File: src/rtl/fifo_pkg.sv
// Shared definitions for the asynchronous FIFO pointer blocks (write and read side).
// Gray/binary conversions work on zero-extended values up to CODE_MAX_W bits wide.
package fifo_pkg;

    localparam int FIFO_ADDR_WIDTH = 5;
    localparam int PTR_WIDTH       = FIFO_ADDR_WIDTH + 1;
    localparam int CODE_MAX_W      = 32;

    function automatic logic [CODE_MAX_W-1:0] bin2gray(input logic [CODE_MAX_W-1:0] bin);
        return bin ^ (bin >> 1);
    endfunction

    // Zero upper bits leave the prefix-XOR unchanged, so callers may pass any narrower code.
    function automatic logic [CODE_MAX_W-1:0] gray2bin(input logic [CODE_MAX_W-1:0] gray);
        logic [CODE_MAX_W-1:0] bin;
        bin[CODE_MAX_W-1] = gray[CODE_MAX_W-1];
        for (int i = CODE_MAX_W - 2; i >= 0; i--) begin
            bin[i] = bin[i+1] ^ gray[i];
        end
        return bin;
    endfunction

endpackage

File: src/rtl/fifo_sync_2ff.sv
// Two-flop synchronizer for a Gray-coded pointer crossing into the local clock domain.
module fifo_sync_2ff
    import fifo_pkg::*;
#(
    parameter int WIDTH = PTR_WIDTH
) (
    input  logic             clk,
    input  logic             rst_n,
    input  logic [WIDTH-1:0] d,
    output logic [WIDTH-1:0] q
);

    logic [WIDTH-1:0] q1;

    always_ff @(posedge clk) begin
        if (!rst_n) begin
            q1 <= '0;
            q  <= '0;
        end else begin
            q1 <= d;
            q  <= q1;
        end
    end

endmodule

File: src/rtl/fifo_wr_ptr_full.sv
// Write-side pointer and full/level generation for the asynchronous FIFO (wr_clk domain).
module fifo_wr_ptr_full
    import fifo_pkg::*;
#(
    parameter int ADDR_WIDTH         = FIFO_ADDR_WIDTH,
    parameter int ALMOST_FULL_MARGIN = 4
) (
    input  logic                  wr_clk,
    input  logic                  wr_rst_n,
    input  logic                  write_enable,
    input  logic [ADDR_WIDTH:0]   rd_ptr_gray,
    output logic [ADDR_WIDTH-1:0] write_addr,
    output logic                  wr_full,
    output logic                  wr_almost_full,
    output logic [ADDR_WIDTH:0]   wr_level,
    output logic [ADDR_WIDTH:0]   wr_ptr_gray
);

    localparam int PW        = ADDR_WIDTH + 1;
    localparam int RAM_DEPTH = 1 << ADDR_WIDTH;
    localparam logic [PW-1:0] AF_THRESH = PW'(RAM_DEPTH - ALMOST_FULL_MARGIN);

    logic [PW-1:0] wr_ptr_bin;
    logic [PW-1:0] rq2;
    logic [PW-1:0] rd_ptr_bin;
    logic          accept;
    logic [PW-1:0] bin_next;
    logic [PW-1:0] gray_next;
    logic [PW-1:0] level_next;
    logic          full_next;
    logic          almost_full_next;

    fifo_sync_2ff #(
        .WIDTH(PW)
    ) u_rd_sync (
        .clk  (wr_clk),
        .rst_n(wr_rst_n),
        .d    (rd_ptr_gray),
        .q    (rq2)
    );

    assign rd_ptr_bin = PW'(gray2bin(CODE_MAX_W'(rq2)));

    // The RAM qualifies its write strobe with the same !wr_full term.
    assign accept     = write_enable && !wr_full;
    assign bin_next   = wr_ptr_bin + {{ADDR_WIDTH{1'b0}}, accept};
    assign gray_next  = PW'(bin2gray(CODE_MAX_W'(bin_next)));
    assign level_next = bin_next - rd_ptr_bin;

    // Full when the pointers differ only in the two MSBs of their Gray codes (one lap ahead).
    assign full_next = (gray_next == {~rq2[ADDR_WIDTH:ADDR_WIDTH-1], rq2[ADDR_WIDTH-2:0]});
    assign almost_full_next = (level_next >= AF_THRESH);

    always_ff @(posedge wr_clk) begin
        if (!wr_rst_n) begin
            wr_ptr_bin     <= '0;
            wr_ptr_gray    <= '0;
            wr_full        <= 1'b0;
            wr_almost_full <= 1'b0;
            wr_level       <= '0;
        end else begin
            wr_ptr_bin     <= bin_next;
            wr_ptr_gray    <= gray_next;
            wr_full        <= full_next;
            wr_almost_full <= almost_full_next;
            wr_level       <= level_next;
        end
    end

    assign write_addr = wr_ptr_bin[ADDR_WIDTH-1:0];

endmodule

File: config.mk
export PLATFORM = sky130hd
export DESIGN_NAME = fifo_wr_ptr_full
export DESIGN_NICKNAME = d
export VERILOG_FILES = /design/src/rtl/fifo_pkg.sv /design/src/rtl/fifo_sync_2ff.sv /design/src/rtl/fifo_wr_ptr_full.sv
export SDC_FILE = /design/constraint.sdc
export NUM_CORES = 1
export LEC_CHECK = 0
export CELL_PAD_IN_SITES_DETAIL_PLACEMENT = 0
export CELL_PAD_IN_SITES_GLOBAL_PLACEMENT = 1
export CORE_ASPECT_RATIO = 1.2
export CORE_MARGIN = 3
export CORE_UTILIZATION = 35
export DETAILED_ROUTE_END_ITERATION = 8
export PLACE_DENSITY_LB_ADDON = 0.1
export SETUP_SLACK_MARGIN = 0.02
export SLEW_MARGIN = 40
export SYNTH_ARGS = -nofsm -noshare
export SYNTH_HDL_FRONTEND = slang
export SYNTH_SLANG_ARGS = --single-unit
File: constraint.sdc
create_clock -name wr_clk -period 2.28 [get_ports wr_clk]
set_input_delay 0.456 -clock wr_clk [delete_from_list [all_inputs] [get_ports wr_clk]]
set_output_delay 0.456 -clock wr_clk [all_outputs]
set_load 0.01 [all_outputs]
==> impl_summary.md, run 1 <==
Status
The flow ran to the end, but the final reports show violations. The final reports fail on setup timing.

Drt
The count of routing violations after the opening detailed-route iteration is 8. In the routed design, unresolved DRC markers number 0. The first detailed-routing pass ran for 3 iterations. The routed layout has 1,060 vias. Summed over all layers, the routed wires come to around 2800 µm.

The number of nets with antenna violations after detailed routing is 0. After detailed routing, the number of vias per cell comes to ~4.3. The average wire length per cell after detail routing is about 11 µm.

GRT
The global router's overall resource usage is between 10% and 20%. The initial antenna violation count is 0. The first-pass GRT wire length is 4630 µm. The pin count of the biggest net entering global routing is 15. The final global-route overflow total is 0. The via count of the first global-routing pass is between 1k and 1.5k.

Layout
The number of standard cells in the layout, taps in and fillers out is approximately 250. The total inserted antenna cells is 0. The cell area after layout is between 0.002 and 0.0025 mm². In the final layout, the share of cells above drive strength 1 is a little under a third. The final design utilization is slightly below 60%. The relative area change from synthesis to final layout is 51.8%. The net count of the finished layout is around 210.

CTS
The clock tree from TritonCTS is yes. The H-tree depth is 2. The clock latency of the later-clocked register in the worst-skew pair is around 0.27 ns. The maximum count of clock buffers along a single path is 2. In this run the clock root is driven by a sky130_fd_sc_hd__clkbuf_8. The clock-pin slew on the worst setup and hold paths is 0.06 ns. Clock tree synthesis found a total of 31 sinks. TritonCTS created 5 clock buffers. The count of hold buffers inserted by post-cts repair is 0.

Setup path
The worst stage delay on the critical path is about 0.37 ns. The worst setup path is of the reg2reg kind. The data arrival time of the critical path is roughly 2.8 ns. In this run the register-to-register setup slack is -0.34 ns.

The kind of start point of the critical path is a flop. The cell repeated most along the worst path is sky130_fd_sc_hd__xor2_2. Among all stages on the critical path, the largest delay is contributed by sky130_fd_sc_hd__fa_2. STA puts the critical path data required time at approximately 2.5 ns. In this run the worst path has a maximum fanout of 2. The kind of end point of the critical path is a flop. Walking the worst path, the cells encountered are xnor2_4 -> xor2_2 -> xor2_2 -> xor2_2 -> xnor2_1 -> ha_2 -> fa_2 -> nor2b_4 -> o21a_1 -> nor2_1 -> xnor2_1 -> a32o_1.

Synth
In this run the cell area of the synthesized design comes to approximately 0.0014 mm². The gate count of the mapped netlist is around 130. Each instance of the synthesized netlist takes up on average between 10 and 15 µm².

The number of warnings reported in the yosys synthesis log is 0. The synthesized design spends more area on one cell type than any other, namely sky130_fd_sc_hd__dfxtp_1. The flop and latch count out of synthesis is 31. The post-synthesis cell type count is 33. Of the post-synthesis cell area, the dominant cell type holds between 40% and 50%.

For this run, the register share of the synthesized area comes to a little over two fifths. When the netlist entered floorplanning its net count stood at between 150 and 200. Ranked by total cell area, the synthesized netlist is headed by sky130_fd_sc_hd__dfxtp_1 43%, sky130_fd_sc_hd__and2_1 11%, sky130_fd_sc_hd__ha_1 6.1%.

STA
The final max-slew violation count is 0. The final critical delay including setup and external delays is around 2.6 ns. The least setup slack across all paths after layout is -0.339 ns.

The final count of hold timing violations is 0. The clock tree skew after final layout is about 0.0019 ns. The accumulated negative setup slack is -1.15 ns. Static timing analysis puts the maximum clock frequency at around 380 MHz. The count of endpoints failing setup in the final report is 5. In this run the tightest slew margin relative to its limit is between 70% and 80%. Setup repair after global routing could not meet its margin everywhere. The actual transition at the worst max-transition pin is between 0.4 and 0.5 ns. Of the available clock period, the critical path in the final layout requires 115%.

Job
The number of maximum-capacitance constraint violations is 0.

Floorplan
The core region area is between 0.003 and 0.004 mm². The starting density of the core is between 30% and 40%. The die extent in x is between 60 and 70 µm. After floorplanning, the core was divided into 24 placement rows. The total I/O pin count is 28. The die area is a little under 0.005 mm². The floorplan step set the die height to 76.2 µm.

Pwr
The total power draw is between 0.001 and 0.0015 W. Dividing total power by cell area gives a power density of approximately 660 mW/mm². In this run the static leakage power is between 0.9 and 1 nW. IR analysis of the VDD net gives a maximum drop of about 0.00038 V.

Place
The total instance count after detailed placement is approximately 230. The number of input and output port buffers inserted is 27. The placer congestion estimate is roughly 0.76.

The HPWL after detailed placement is between 2000 and 2500 µm. The placed instance area is between 0.0015 and 0.002 mm².

Min path
In this run the worst hold path is classified as reg2reg.
[final cells by class]
cell class	count	area (µm²)
Multi-Input combinational cell	93	875
Clock buffer	6	82.6
Timing Repair Buffer	59	513
Tap cell	52	65.1
Fill cell	330	1600
Inverter	5	18.8
Sequential cell	31	623
Clock inverter	1	5.00
[state kept, by name (all words and copies together) (netlist names)]
signal          flops
u_rd_sync.q         6
u_rd_sync.q1        6
wr_almost_full      1
wr_full             1
wr_level            6
wr_ptr_bin          5
wr_ptr_gray         6
[critical path, delay by kind of cell (launching register included)]
| kind | cells | cell delay (ns) |
|---|---|---|
| compound gates | 2 | 0.34 |
| xor+xnor | 6 | 1.11 |
| flops | 1 | 0.35 |
| fa+ha+maj | 2 | 0.56 |
| simple gates | 2 | 0.17 |
[per-stage QoR]
stage	hold slack, ns	setup slack, ns
floorplan	0.406	-0.217
global placement	0.414	-0.614
detailed placement	0.418	-0.664
CTS	0.433	-0.335
global route	0.440	-0.460
finish	0.431	-0.339
[Yosys cell counts]
library cell               number
sky130_fd_sc_hd__xor3_1         1
sky130_fd_sc_hd__xor2_2         4
sky130_fd_sc_hd__fa_1           1
sky130_fd_sc_hd__inv_1          5
sky130_fd_sc_hd__nor3b_1        1
sky130_fd_sc_hd__and3b_1        1
sky130_fd_sc_hd__ha_1           7
sky130_fd_sc_hd__a21boi_0       2
sky130_fd_sc_hd__nand4_1        1
sky130_fd_sc_hd__a32oi_1        1
sky130_fd_sc_hd__and2_1        25
sky130_fd_sc_hd__nor4_2         1
sky130_fd_sc_hd__o211ai_1       1
sky130_fd_sc_hd__nand3_1        1
sky130_fd_sc_hd__o21ai_0        1
sky130_fd_sc_hd__nor2b_1        9
sky130_fd_sc_hd__a21o_1         2
sky130_fd_sc_hd__a32o_1         1
sky130_fd_sc_hd__nand2_1        1
sky130_fd_sc_hd__a21oi_1        2
sky130_fd_sc_hd__xnor3_1        1
sky130_fd_sc_hd__nor2_1         4
sky130_fd_sc_hd__o31ai_1        1
sky130_fd_sc_hd__o21a_1         2
sky130_fd_sc_hd__xor2_1         9
sky130_fd_sc_hd__xnor2_1        9
sky130_fd_sc_hd__clkbuf_1       4
sky130_fd_sc_hd__nor3_1         1
sky130_fd_sc_hd__dfxtp_1       31
sky130_fd_sc_hd__buf_2          1
sky130_fd_sc_hd__xnor2_2        1
sky130_fd_sc_hd__a21oi_2        1
sky130_fd_sc_hd__and3_1         1
[layer usage]
layer | wire length, µm | vias to the layer above | track usage (%)
li1 | - | 553 | -
met1 | 1210 | 468 | 13.7
met2 | 1330 | 31 | 19.9
met3 | 155 | 8 | 5.31
met4 | 78 | 0 | 6.55
met5 | 0 | - | 0
[cell families after synthesis]
family,synth area share [%]
adders and majority gates,7.48
AOI/OAI and AO/OA,7.14
buffers and inverters,2.70
DFF,43.2
xor gates and xnor gates,19.8
and+or+nand+nor,19.7
[worst paths after layout]
| kind | end | start | depth (start not counted) |
|---|---|---|---|
| setup / recovery | wr_almost_full | u_rd_sync.q[5] | 12 |
| hold / removal | u_rd_sync.q[4] | u_rd_sync.q1[4] | 1 |
| setup reg to reg | wr_almost_full | u_rd_sync.q[5] | 12 |
| hold reg to reg | u_rd_sync.q[4] | u_rd_sync.q1[4] | 1 |
[timing repair]
action	in CTS	in global routing
buffers inserted	5	2
endpoints found under the hold margin	0	0
endpoints found under the setup margin	7	6
pin swaps	16	2
gates resized for setup	18	3
[cell usage in the layout (no fill, tap or decap), drive strengths merged, types with 2 or more instances in the layout]
cell,n
xnor2,10
a21boi,2
clkbuf,6
clkdlybuf4s50,26
inv,5
dfxtp,31
buf,32
xor2,13
a21oi,3
a21o,2
nor2b,9
ha,7
o21a,2
nor2,4
and2,25
[report_power, final]
part	switching, W	internal (W)
sequential	0.0000210	0.000591
clock	0.000182	0.000236
combinational	0.000166	0.000249
total	0.000369	0.00108
Note: power is estimated with default switching activity, not from simulation.
==> run 2, diff against run 1 <==
--- a/config.mk
+++ b/config.mk
@@ -11,6 +11,7 @@
 export CORE_MARGIN = 3
 export CORE_UTILIZATION = 35
 export DETAILED_ROUTE_END_ITERATION = 8
+export GPL_TIMING_DRIVEN = 0
 export PLACE_DENSITY_LB_ADDON = 0.1
 export SETUP_SLACK_MARGIN = 0.02
 export SLEW_MARGIN = 40
==> impl_summary.md, run 2 (synthesis results as in run 1) <==
Status
The run finished, with violations left. The checks that failed: setup timing.

Setup path
The reg-to-reg startpoint is u_rd_sync.q[5]. The length in cells of the worst reg-to-reg path is 12 (unchanged). The worst stage delay on the critical path was 0.35 ns (-0.02 ns). The buffers plus inverters on the worst setup path is 0 (unchanged). The endpoint required time on the critical path is 2.45 ns (about the same). The most numerous cell type found on the critical path is sky130_fd_sc_hd__xor2_2. The library cell contributing the largest single delay on the critical path is sky130_fd_sc_hd__fa_2. The worst setup path is captured at a flop. The critical path goes through xnor2_2 -> xor2_2 -> xor2_2 -> xor2_2 -> xnor2_1 -> ha_2 -> fa_2 -> nor2b_2 -> o21a_1 -> nor2_2 -> xnor2_2 -> a32o_1.

The beginning of the critical path is u_rd_sync.q[5]. The endpoint identified for the worst register-to-register timing path is wr_almost_full. The data arrival time of the critical path is 2.75 ns (-0.04 ns). The worst setup path is launched from a flop. The kind of cell with the highest combined delay on the critical path is XOR/XNOR gates. The critical-path maximum fanout is 2 (unchanged). The slack of the worst reg-to-reg path was -0.31 ns (+0.03 ns).

By startpoint and endpoint, the worst setup path is classified as reg2reg.

CTS
The H-tree depth was 2 (unchanged). The clock-pin slew on the worst setup and hold paths came to 0.07 ns (about the same). The maximum count of clock buffers along a single path was 2 (unchanged).

The clock net sink count was 31 (unchanged). The root buffer cell chosen for the clock tree is sky130_fd_sc_hd__clkbuf_8. The clock latency of the later-clocked register in the worst-skew pair came to 0.28 ns (about the same). The total clock buffers created by CTS was 5 (unchanged). TritonCTS built the clock tree.

Pwr
The share of power burned in combinational logic came to 27.9% (-0.8 points). The internal power component is 0.00111 W (+2.9%). The leakage power of the design is 0.907 nW (-6.9%). The clock network power share is 31.2% (+2.3 points). The peak supply drop is 0.000447 V (+17%). The power density relative to cell area is 703 mW/mm² (+6.1%). The total power draw is 0.00149 W (+3.0%). The fraction of power spent switching nets is 25.6% (+0.058 points).

The portion of total power attributed to sequential cells is 40.9% (-1.5 points). The reported net switching power is 0.000381 W (+3.2%).

Job
The number of maximum-capacitance constraint violations is 0 (unchanged).

Layout
The number of nets in the finished design is 200 (-5.7%). The library cell used most frequently in the layout, excluding fill and tap cells, is sky130_fd_sc_hd__dfxtp_1. The relative area change from synthesis to final layout is 47.3%. The total inserted antenna cells is 0 (unchanged). The cell area after layout was 0.00212 mm² (-3.0%). The fill cell total of the finished layout is 357 (+8.2%). The final design utilization was 56.0% (-1.7 points).

The library cells used most frequently in the layout, excluding fill and tap cells, are 29 x sky130_fd_sc_hd__dfxtp_1, 26 x sky130_fd_sc_hd__clkdlybuf4s50_1, 24 x sky130_fd_sc_hd__and2_1. The area used by sequential logic in the layout is 623 µm² (unchanged). The area of the multi-input gates is 908 µm² (+3.9%).

The proportion of layout cells with a drive suffix above 1 was 28.8% (-2.5 points).

GRT
The initial antenna violation count came to 0 (unchanged). The via count of the first global-routing pass was 1,108 (+2.9%). The final global-route overflow total is 0 (unchanged).

The global router's overall resource usage came to 13.3% (+0.85 points). The first-pass GRT wire length is 4940 µm (+6.7%). The pin count of the biggest net entering global routing came to 11 (-4).

STA
The final count of hold timing violations is 0 (unchanged). The clock tree skew after final layout was 0.00926 ns (+0.00741 ns). The max-slew headroom at the worst pin is 71.9% (-0.84 points). The final max-slew violation count is 0 (unchanged).

The maximum clock frequency is 387 MHz (+1.3%). Setup repair after global routing could not meet its margin everywhere. The count of endpoints failing setup in the final report is 5 (unchanged).

The final hold slack is 0.415 ns (-0.0159 ns). The actual transition at the worst max-transition pin is 0.422 ns (+0.0138 ns). The least setup slack across all paths after layout is -0.306 ns (+0.0328 ns).

The ratio of final minimum period to clock period was 113% (-1.4 points). The final critical delay including setup and external delays is 2.59 ns (-0.0328 ns).

Place
The placed instance area is 0.00178 mm² (-8.6%). The placer congestion estimate came to 0.709 (-6.6%). The number of input and output port buffers inserted is 27 (unchanged). The sum of net half-perimeters after detailed placement is 1940 µm (-4.9%). The pre-CTS setup slack is -0.867 ns (-0.203 ns).

Min path
The end point of the worst hold path is u_rd_sync.q[2]. The class of the tightest hold or removal check is reg2reg. The startpoint of the tightest hold check path is u_rd_sync.q1[2]. The number of cells traversed by the worst hold path is 1 (unchanged).

Floorplan
The die extent in x came to 64.5 µm (unchanged). The die area was 0.00492 mm² (unchanged). The core region area is 0.00378 mm² (unchanged). The starting density of the core is 38.0% (unchanged). The total I/O pin count came to 28 (unchanged).

The height of the die was 76.2 µm (unchanged). The standard-cell row count is 24 (unchanged).

Drt
The first-pass iteration count of the detailed router is 2 (-1). The post-detailed-route via-to-cell ratio is 4.39 (+2.4%). The number of nets with antenna violations after detailed routing is 0 (unchanged).

The average wire length per cell after detail routing is 12.3 µm (+9.8%). The detailed-route via count is 1,037 (-2.2%). The final routed DRC violation total is 0 (unchanged). The final wirelength is 2910 µm (+4.9%). The count of routing violations after the opening detailed-route iteration is 21 (+13).
-- run 2: cell types whose count changed in the layout (fill, tap and decap cells not counted), moves of 2 or more --
cell / before / now
sky130_fd_sc_hd__buf_4: 31 / 15
sky130_fd_sc_hd__clkbuf_1: 0 / 5
sky130_fd_sc_hd__ha_1: 4 / 2
sky130_fd_sc_hd__xnor2_2: 1 / 4
sky130_fd_sc_hd__xnor2_1: 8 / 6
-- run 2: worst reg2reg max path, stage by stage, from the launching register on --
cell and delay, ns:
sky130_fd_sc_hd__dfxtp_2 0.33, sky130_fd_sc_hd__xnor2_2 0.21, sky130_fd_sc_hd__xor2_2 0.22, sky130_fd_sc_hd__xor2_2 0.23, sky130_fd_sc_hd__xor2_2 0.20, sky130_fd_sc_hd__xnor2_1 0.09
sky130_fd_sc_hd__ha_2 0.19, sky130_fd_sc_hd__fa_2 0.35, sky130_fd_sc_hd__nor2b_2 0.14, sky130_fd_sc_hd__o21a_1 0.13, sky130_fd_sc_hd__nor2_2 0.05, sky130_fd_sc_hd__xnor2_2 0.13
sky130_fd_sc_hd__a32o_1 0.22
-- run 2: worst max-delay path by stage --
stage,slack (ns),endpoint,depth (start not counted)
floorplan,-0.22,wr_almost_full,12
finish,-0.31,wr_almost_full,12
global placement,-0.86,wr_almost_full,11
detailed placement,-0.87,wr_almost_full,11
CTS,-0.31,wr_almost_full,12
global route,-0.48,wr_almost_full,12
-- run 2: per-stage QoR --
step           instances  TNS (ns)
3_3_place_gp         213     -4.88
5_1_grt              236     -1.67
2_1_floorplan        134    -0.434
4_1_cts              234    -0.852
6_report             236    -0.859
3_5_place_dp         213     -4.89
-- run 2: area by class of cell --
type / count / area share, %
timing repair buffer: 42 / 18.0
buffer: 5 / 0.946
tap: 52 / 3.07
inverter: 5 / 0.887
multi-input combinational: 93 / 42.9
sequential: 31 / 29.4
clock buffer: 8 / 4.73
-- run 2: power groups by stage --
stage / Combinational [W] / Sequential, W / Clock [W]
5_1_grt: 0.000454 / 0.000614 / 0.000505
3_5_place_dp: 0.000316 / 0.000619 / 0
6_report: 0.000416 / 0.000609 / 0.000464
4_1_cts: 0.000394 / 0.000609 / 0.000480
2_1_floorplan: 0.000166 / 0.000639 / 0
3_3_place_gp: 0.000310 / 0.000619 / 0
-- run 2: what timing repair did --
item	4_1_cts	5_1_grt
setup buffers	13	2
pin swaps	12	4
setup endpoints to repair	7	7
gates resized for setup	21	5
hold buffers	0	0
-- run 2: per-layer routing --
metal  up-vias  routed length (µm)  global-route usage (%)
met2        25                1510                    22.8
met4         0                  61                    6.34
met5         -                   0                       0
met1       477                1170                    14.2
met3         6                 160                    4.57
li1        529                   -                       -
==> run 3, diff against run 2 <==
--- a/config.mk
+++ b/config.mk
@@ -12,7 +12,7 @@
 export CORE_UTILIZATION = 35
 export DETAILED_ROUTE_END_ITERATION = 8
 export GPL_TIMING_DRIVEN = 0
-export PLACE_DENSITY_LB_ADDON = 0.1
+export PLACE_DENSITY = 0.83
 export SETUP_SLACK_MARGIN = 0.02
 export SLEW_MARGIN = 40
 export SYNTH_ARGS = -nofsm -noshare
==> impl_summary.md, run 3 (synthesis results as in run 1) <==
STA
The accumulated negative setup slack is -0.945 ns (-0.0853 ns). The final count of hold timing violations was 0 (unchanged). The clock tree skew after final layout was 0.00250 ns (-0.00676 ns).

The final hold slack is 0.427 ns (+0.0119 ns). The actual transition at the worst max-transition pin is 0.407 ns (-0.0147 ns). The final max-slew violation count is 0 (unchanged).

Setup repair after global routing could not meet its margin everywhere. The least setup slack across all paths after layout is -0.315 ns (-0.00892 ns). The count of endpoints failing setup in the final report was 5 (unchanged). The maximum clock frequency is 385 MHz (-0.34%). The final critical delay including setup and external delays is 2.59 ns (+0.00892 ns). The max-slew headroom at the worst pin was 72.9% (+0.98 points). The ratio of final minimum period to clock period is 114% (+0.39 points).

Setup path
The cell repeated most along the worst path is sky130_fd_sc_hd__xor2_2. The library cell contributing the largest single delay on the critical path is sky130_fd_sc_hd__dfxtp_2. The data arrival time of the critical path came to 2.77 ns (+0.02 ns).

Traced cell by cell, the critical path runs through xnor2_4 -> xor2_2 -> xor2_2 -> xor2_2 -> xnor2_1 -> ha_2 -> fa_2 -> nor2b_2 -> o21a_1 -> nor2_1 -> xnor2_1 -> a32o_1. The worst stage delay on the critical path came to 0.35 ns (about the same). Broken down by cell family, the worst path's largest delay share belongs to XOR/XNOR gates. The endpoint required time on the critical path was 2.45 ns (about the same). The type of the worst setup path is reg2reg.

The buffers plus inverters on the worst setup path is 0 (unchanged). The kind of end point of the critical path is a flop. The kind of start point of the critical path is a flop. The critical-path maximum fanout was 2 (unchanged).

CTS
The buffer type at the clock tree root is sky130_fd_sc_hd__clkbuf_8. The H-tree depth was 2 (unchanged). The maximum count of clock buffers along a single path is 2 (unchanged).

The count of hold buffers inserted by post-cts repair came to 0 (unchanged). The clock tree from TritonCTS is yes. The clock-pin slew on the worst setup and hold paths is 0.06 ns (about the same). The clock latency of the later-clocked register in the worst-skew pair is 0.27 ns (about the same). The total clock buffers created by CTS is 5 (unchanged). The clock net sink count is 31 (unchanged).

Drt
The final wirelength is 2800 µm (-3.7%). The number of nets with antenna violations after detailed routing was 0 (unchanged). The post-detailed-route via-to-cell ratio is 4.33 (-1.4%). The first-pass iteration count of the detailed router came to 3 (+1). The average wire length per cell after detail routing is 11.8 µm (-4.5%). The detailed-route via count is 1,031 (-0.58%).

The final routed DRC violation total is 0 (unchanged). The count of routing violations after the opening detailed-route iteration is 43 (+100%).

Floorplan
The core region area was 0.00378 mm² (unchanged). The total I/O pin count is 28 (unchanged). The die extent in x is 64.5 µm (unchanged). The die area is 0.00492 mm² (unchanged). The starting density of the core is 38.0% (unchanged). The standard-cell row count came to 24 (unchanged). The height of the die is 76.2 µm (unchanged).

GRT
The first-pass GRT wire length is 4680 µm (-5.3%). The global router's overall resource usage is 12.4% (-0.89 points). The pin count of the biggest net entering global routing was 11 (unchanged). The initial antenna violation count is 0 (unchanged). The final global-route overflow total is 0 (unchanged). The via count of the first global-routing pass was 1,041 (-6.0%).

Pwr
The peak supply drop is 0.000338 V (-24%). The power density relative to cell area is 668 mW/mm² (-4.9%). The leakage power of the design was 0.896 nW (-1.2%).

Layout
The area growth from synthesis to layout is 44.8%. The total inserted antenna cells is 0 (unchanged). The library cell used most frequently in the layout, excluding fill and tap cells, is sky130_fd_sc_hd__dfxtp_1.

The library cells used most frequently in the layout, excluding fill and tap cells, are 29 x sky130_fd_sc_hd__dfxtp_1, 26 x sky130_fd_sc_hd__clkdlybuf4s50_1, 24 x sky130_fd_sc_hd__and2_1. The proportion of layout cells with a drive suffix above 1 was 25.3% (-3.5 points). The number of standard cells in the layout, taps in and fillers out is 238 (+0.85%). The number of nets in the finished design came to 202 (+1.0%). The fill cell total of the finished layout was 356 (-0.28%).

Min path
The path class of the tightest hold or removal check is reg2reg.

Status
The flow ran to the end, but the final reports show violations. The checks that failed: setup timing.

Place
The placer congestion estimate was 0.716 (+0.89%). The total instance count after detailed placement is 213 (unchanged). The sum of net half-perimeters after detailed placement came to 1900 µm (-1.8%). The pre-CTS setup slack is -0.826 ns (+0.0405 ns). The number of input and output port buffers inserted is 27 (unchanged).

Job
The number of maximum-capacitance constraint violations is 0 (unchanged).
==> run 3: cell types whose count changed in the layout (fill, tap and decap cells not counted), sizes merged <==
cell      change
buf           +2
clkbuf        -2
clkinv        +1
clkinvlp      +1
==> run 3: through the flow <==
step           power, W  utilization (%)  instance area [µm²]
2_1_floorplan  0.000805                -                 1440
3_3_place_gp   0.000926             47.0                 1780
3_5_place_dp   0.000932             47.0                 1780
4_1_cts         0.00140             54.3                 2060
5_1_grt         0.00147             55.0                 2080
6_report        0.00139             55.0                 2080
==> run 3: final cells by class <==
cell class                 instances  area, µm²  share of cell area (%)
buffer                             5       20.0                   0.962
clock buffer                       6       72.6                    3.49
clock inverter                     2       12.5                   0.601
inverter                           5       18.8                   0.901
multi-input combinational         93        870                    41.8
sequential                        31        623                    29.9
tap                               52       65.1                    3.12
timing repair buffer              44        400                    19.2
==> run 3: worst register-to-register path, delay by kind of cell, from the launching register on <==
kind                     cells  cell delay [ns]
AO/OA/AOI/OAI                2             0.33
XOR/XNOR                     6             1.09
adder cells (fa/ha/maj)      2             0.54
flip-flops                   1             0.35
AND/OR/NAND/NOR              2             0.18
==> run 3: path summary, 6_finish.rpt <==
kind	from	endpoint	slack, ns	cells past startpoint
setup / recovery	u_rd_sync.q[5]	wr_almost_full	-0.31	12
hold / removal	u_rd_sync.q1[2]	u_rd_sync.q[2]	0.43	1
setup reg to reg	u_rd_sync.q[5]	wr_almost_full	-0.31	12
hold reg to reg	u_rd_sync.q1[2]	u_rd_sync.q[2]	0.43	1
==> run 3: routing by layer <==
| layer | share of wire [%] | vias up | GRT usage [%] |
|---|---|---|---|
| li1 | - | 531 | - |
| met1 | 43 | 471 | 13.6 |
| met2 | 51 | 24 | 21.3 |
| met3 | 4.0 | 5 | 2.65 |
| met4 | 2.5 | 0 | 7.61 |
| met5 | 0 | - | 0 |
==> run 3: power by group <==
part	internal [W]	leakage, nW	switching, W
sequential	0.000591	0.256	0.0000204
clock	0.000213	0.0412	0.000194
combinational	0.000219	0.598	0.000155
==> run 3: timing repair <==
| item | in CTS | in global routing |
|---|---|---|
| setup endpoints to repair | 6 | 6 |
| resized for setup | 19 | 1 |
| pin swaps | 13 | 3 |
| setup buffers | 15 | 2 |
